--- config.mk ---
export PLATFORM = sky130hd
export DESIGN_NAME = regfile_wr_arbiter
export DESIGN_NICKNAME = d
export VERILOG_FILES = /design/src/rtl/regfile_wr_arbiter.sv
export SDC_FILE = /design/constraint.sdc
export NUM_CORES = 1
export LEC_CHECK = 0
export BUFFER_PORTS_ARGS = -buffer_cell sky130_fd_sc_hd__buf_2
export CAP_MARGIN = 40
export CORE_ASPECT_RATIO = 1.2
export CORE_MARGIN = 2
export CORE_UTILIZATION = 47
export CTS_CLUSTER_DIAMETER = 80
export DETAILED_ROUTE_END_ITERATION = 6
export HOLD_SLACK_MARGIN = 0.12
export PLACE_DENSITY = 0.93
export SYNTH_ARGS = -nofsm -noshare
export SYNTH_HDL_FRONTEND = slang
export SYNTH_SLANG_ARGS = --single-unit
--- constraint.sdc ---
create_clock -name clk -period 2.2 [get_ports clk]
set_input_delay 0.44 -clock clk [delete_from_list [all_inputs] [get_ports clk]]
set_output_delay 0.44 -clock clk [all_outputs]
set_load 0.05 [all_outputs]
--- src/rtl/regfile_wr_arbiter.sv ---
// regfile_wr_arbiter
//   Shares the register file's single write port between two writeback sources.
//   Source A (main pipeline writeback) has fixed priority. Source B (mult/div unit)
//   is protected from starvation by an aging counter: once B has been stalled
//   STARVE_MAX cycles it is forced a grant and A stalls for that one cycle.
//   Accepted writes are driven to the regfile from registers one cycle later.
//
// Ports
//   clk, reset                 clock and synchronous active-high reset
//   a_valid/a_ready/a_addr/a_data   source A handshake and write payload
//   b_valid/b_ready/b_addr/b_data   source B handshake and write payload
//   we3, wa3, wd3              registered regfile write port
//   grant_src                  source of the current output cycle: 00 none, 01 A, 10 B
//   starve_cnt                 current aging count for B
module regfile_wr_arbiter #(
    parameter int unsigned WIDTH      = 32,
    parameter int unsigned AW         = 5,
    parameter int unsigned STARVE_MAX = 4
) (
    input  logic             clk,
    input  logic             reset,
    input  logic             a_valid,
    output logic             a_ready,
    input  logic [AW-1:0]    a_addr,
    input  logic [WIDTH-1:0] a_data,
    input  logic             b_valid,
    output logic             b_ready,
    input  logic [AW-1:0]    b_addr,
    input  logic [WIDTH-1:0] b_data,
    output logic             we3,
    output logic [AW-1:0]    wa3,
    output logic [WIDTH-1:0] wd3,
    output logic [1:0]       grant_src,
    output logic [3:0]       starve_cnt
);

    localparam logic [3:0] StarveMax = 4'(STARVE_MAX);

    logic             force_b;
    logic             a_fire;
    logic             b_fire;

    logic             we_q, we_d;
    logic [AW-1:0]    wa_q, wa_d;
    logic [WIDTH-1:0] wd_q, wd_d;
    logic [1:0]       gs_q, gs_d;
    logic [3:0]       cnt_q, cnt_d;

    assign force_b = b_valid && (cnt_q >= StarveMax);
    assign a_ready = !reset && !force_b;
    assign b_ready = !reset && (!a_valid || force_b);
    assign a_fire  = a_valid && a_ready;
    assign b_fire  = b_valid && b_ready;

    always_comb begin
        we_d  = 1'b0;
        wa_d  = wa_q;
        wd_d  = wd_q;
        gs_d  = 2'b00;
        cnt_d = cnt_q;

        // Ready rules make the two fires mutually exclusive.
        if (a_fire) begin
            we_d = (a_addr != '0);
            wa_d = a_addr;
            wd_d = a_data;
            gs_d = 2'b01;
        end else if (b_fire) begin
            we_d = (b_addr != '0);
            wa_d = b_addr;
            wd_d = b_data;
            gs_d = 2'b10;
        end

        if (b_valid && !b_ready) begin
            cnt_d = (cnt_q >= StarveMax) ? StarveMax : cnt_q + 4'd1;
        end else if (b_fire || !b_valid) begin
            cnt_d = '0;
        end
    end

    always_ff @(posedge clk) begin
        if (reset) begin
            we_q  <= 1'b0;
            wa_q  <= '0;
            wd_q  <= '0;
            gs_q  <= 2'b00;
            cnt_q <= '0;
        end else begin
            we_q  <= we_d;
            wa_q  <= wa_d;
            wd_q  <= wd_d;
            gs_q  <= gs_d;
            cnt_q <= cnt_d;
        end
    end

    // A write still pending when reset arrives must not land on the reset edge.
    assign we3        = we_q && !reset;
    assign wa3        = wa_q;
    assign wd3        = wd_q;
    assign grant_src  = gs_q;
    assign starve_cnt = cnt_q;

endmodule
---- After elaboration in Yosys (flattened, before gate mapping) ----
Index checks and enable logic that the tools add are counted.
storage, ports and cells
  flip-flop bits (word level) ............. 44
  output and inout bits ................... 46
cells by class
  add/subtract/negate cells ............... 1
  order comparisons ....................... 1
  mux-type cells .......................... 11
  reduce and logical (&&, ||, !) cells .... 19
operators with widths
  kind                 number
  $mux 32              2
  $mux 4               3
  $mux 5               2
  $reduce_bool 5->1    2
  $logic_and 1x1->1    7
  $logic_not 1->1      5
  $add 4x1->4 const B  1
  $ge 4x3->1 const B   1
  $reduce_bool 2->1    2
  $mux 1               3
  $logic_or 1x1->1     2
  $mux 2               1
  $reduce_or 2->1      1

---- Longest topological paths before layout ----
  word-level depth ........................ 8
  depth in mapped cells ................... 6
  gate-level depth less buffers ........... 3

---- Worst setup path before layout ----
OpenSTA, ideal clock, no wires.
  kind .................................... reg-to-output
  from .................................... register cnt_q[2], in the netlist starve_cnt[2]
  to ...................................... output port b_ready
  arrival ................................. 1.812 ns
  data required time ...................... 1.760 ns
  slack ................................... -0.052 ns
  stages on the path, launching flop included .. 4
  path buffers ............................ 1
  cells stage by stage .................... dfxtp_1 o21ai_1 clkbuf_1 a21oi_1
between the ends
  longest elaborated chain between the ends .. 4
RTL lines
  element                 RTL line  text
  from (decl)             47        logic [3:0] cnt_q, cnt_d;
  from (signal assigned)  94        cnt_q <= cnt_d;
  $ge 4x3->1              49        assign force_b = b_valid && (cnt_q >= StarveMax);
  $logic_and 1x1->1       49
  $logic_or 1x1->1        51        assign b_ready = !reset && (!a_valid || force_b);
  $logic_and 1x1->1       51
  to (decl)               27        output logic b_ready,
No other way between the ends.

---- Worst setup path in the final report ----
  from .................................... register cnt_q[2], in the netlist starve_cnt[2]
  to ...................................... output port a_ready
between the ends
  longest elaborated chain between the ends .. 4
RTL lines
  element            RTL line  text
  $ge 4x3->1         49
  $logic_and 1x1->1  49
  $logic_not 1->1    50        assign a_ready = !reset && !force_b;
  $logic_and 1x1->1  50
  to (decl)          23        output logic a_ready,
No other way between the ends.

==> reports/qor.csv <==
metric,value,unit
CTS Sinks,44,
vias in the first global route,2143,
initial antenna violation count,0,
Yosys cell types,24,
min-delay src,b_data[17],
TritonCTS clock tree,built,
total power draw,2060,µW
Avg Inst Size Synth,8.46,µm²
max-slew violation total from the final report,0,
"most common cell after layout, fill and taps aside",buf_2,
Reg-to-Reg Start,starve_cnt[2],
gr usage total,24.0,%
Util after Layout,66.2,%
Tcrit/Tclk final,83.1,%
Clock Latency Late Sink,0.29,ns
setup violators final,0,
status,finished clean,
Max VDD drop,430,µV
Register-to-Register Path Depth,4,
first-pass GRT wire length,9630,µm
vias per cell,5.80,
reg2reg end,wd3[12],
DRC,0,
max_cap viols,0,
M3 GR Usage,5.72,%
fin crit period,1.83,ns
Die W,65.1,µm
total gr overflow,0,
critical path type,flop to primary output,
PortBufs,123,
initial core utilization,49.0,%
hold bufs inserted after CTS,0,
Synth Area in Simple Gates,10.7,%
H-tree lvl count,2,
design area,0.00284,mm²
critical path arrival,1.39,ns
WL/cell,15.1,µm
ANT cells,0,
hold depth,3,
post-route ant nets,0,
routing usage on met1,28.9,%
R2R setup slack,0.61,ns
Gate Count Post-Synth,249,
mux cell area share after synthesis,0,%
adder-cell share of the synthesized area,0.594,%
DP HPWL,4350,µm
Die Area,0.00503,mm²
prevailing post-synth register cell,dfxtp_1,
DP Area,0.00273,mm²
largest family of logic cells by synthesized area,compound AO/OA/AOI/OAI gates,
XOR/XNOR Fraction of Synth Area,0,%
met2 Track Usage GR,41.2,%
WL final,6250,µm
sequential fraction of the synthesis area,41.8,%
Die H,77.3,µm
maximum clock frequency,547,MHz
RSZ-0062 raised after global routing,false,
cts repair resizes,0,
asr flop ratio synth,0,%
startpoint types,flop,
P&R area growth vs syn,34.9,%
CTS max path bufs,2,
"FF+latch count, synth",44,
Num CTS Buffers,5,
Hold Path Class,input port to flop,
Iteration-0 DRC Markers,199,
Post-CTS Setup Inserts,0,
most frequent cells in the layout,"buf_2, dfxtp_1, nor2_1, a311oi_1, a211oi_1",
Worst-path clk slew,0.08,ns
Pre-antenna DRT Iters,4,
Final Wtd Congestion,0.792,
Synth Warn #,0,
Synth Cell Area,0.00211,mm²
detailed-route via count,2395,
Setup crit end kind,primary output,
row cnt,26,
clk root buf,clkbuf_8,
Core Region,0.00429,mm²
largest net degree at the start of global routing,38,
layout cells sized above 1,40.3,%
Hold Path End,wd3[17],
Leak,0.00127,µW
"EDFF count, synth",0,
P per Cell Area,727,mW/mm²
global route hottest layer,met2,
maximum fanout along the worst path,11,
syn nets,328,
complex-gate fraction of the synthesized area,39.5,%
Hold Fails Final Rpt,0,
I/O pin total,124,
# nets final,435,
Final Skew,0.00846,ns
WP data required,1.76,ns
Setup TNS Final,0,ns
-- cells in the mapped netlist, types with 2 or more instances --
library cell	n	area, µm²
buf_2	14	70.1
a211oi_1	37	278
nand2_1	2	7.51
nor2_1	42	158
dfxtp_1	44	881
clkbuf_1	16	60.1
o21ai_1	3	15.0
nor2b_1	2	12.5
buf_4	3	22.5
o21ai_0	35	175
a311oi_1	37	324
nor3_1	2	10.0
-- routing by layer --
layer / vias to the layer above / share of wire [%]
met4: 0 / 2.0
met2: 117 / 49
li1: 1165 / -
met1: 1101 / 41
met5: - / 0
met3: 12 / 7.8
-- worst max path at each step --
stage,slack [ns],startpoint,end,cells past startpoint
floorplan,0.06,starve_cnt[2],a_ready,4
global placement,0.51,reset,wd3[29],5
detailed placement,0.41,b_valid,wd3[12],5
CTS,0.36,starve_cnt[2],a_ready,3
global route,0.29,starve_cnt[2],a_ready,3
finish,0.37,starve_cnt[2],a_ready,3
-- sequential cells by signal, indices dropped and copies added, names as in the netlist --
name        flops
wd3            32
starve_cnt      4
wa3             5
grant_src       2
we_q            1
-- cells by family (layout without fill, tap and decap cells) --
family / Yosys count / after routing
flops: 44 / 44
simple gates: 53 / 53
other cells: 1 / 1
fa+ha+maj: 1 / 1
buf+inv: 33 / 141
compound gates: 117 / 117
-- per-stage QoR --
step	std cells	hold WS [ns]	setup WS, ns
2_1_floorplan	249	0.593	0.0586
3_3_place_gp	405	0.487	0.509
3_5_place_dp	405	0.490	0.408
4_1_cts	413	0.397	0.361
5_1_grt	413	0.397	0.285
6_report	413	0.407	0.373
-- layout make-up --
| class | instances | area [µm²] |
|---|---|---|
| fillers | 392 | 1450 |
| multi-input cells | 172 | 1080 |
| flip-flops and latches | 44 | 881 |
| repair buffers | 133 | 703 |
| clock buffers | 6 | 72.6 |
| well taps | 56 | 70.1 |
| clock inverters | 2 | 35.0 |
-- where the power goes --
part           internal [µW]  total [µW]  switching [µW]
Sequential               856         885            29.0
Clock                    337         593             257
Combinational            177         586             409
Total                   1370        2060             694
-- critical path, cell delays in order (launching register included) --
cell and delay [ns]:
dfxtp_1 0.34, o21a_1 0.32, nor2_1 0.15, buf_2 0.28
No activity file was read; power rests on OpenSTA's default activity.
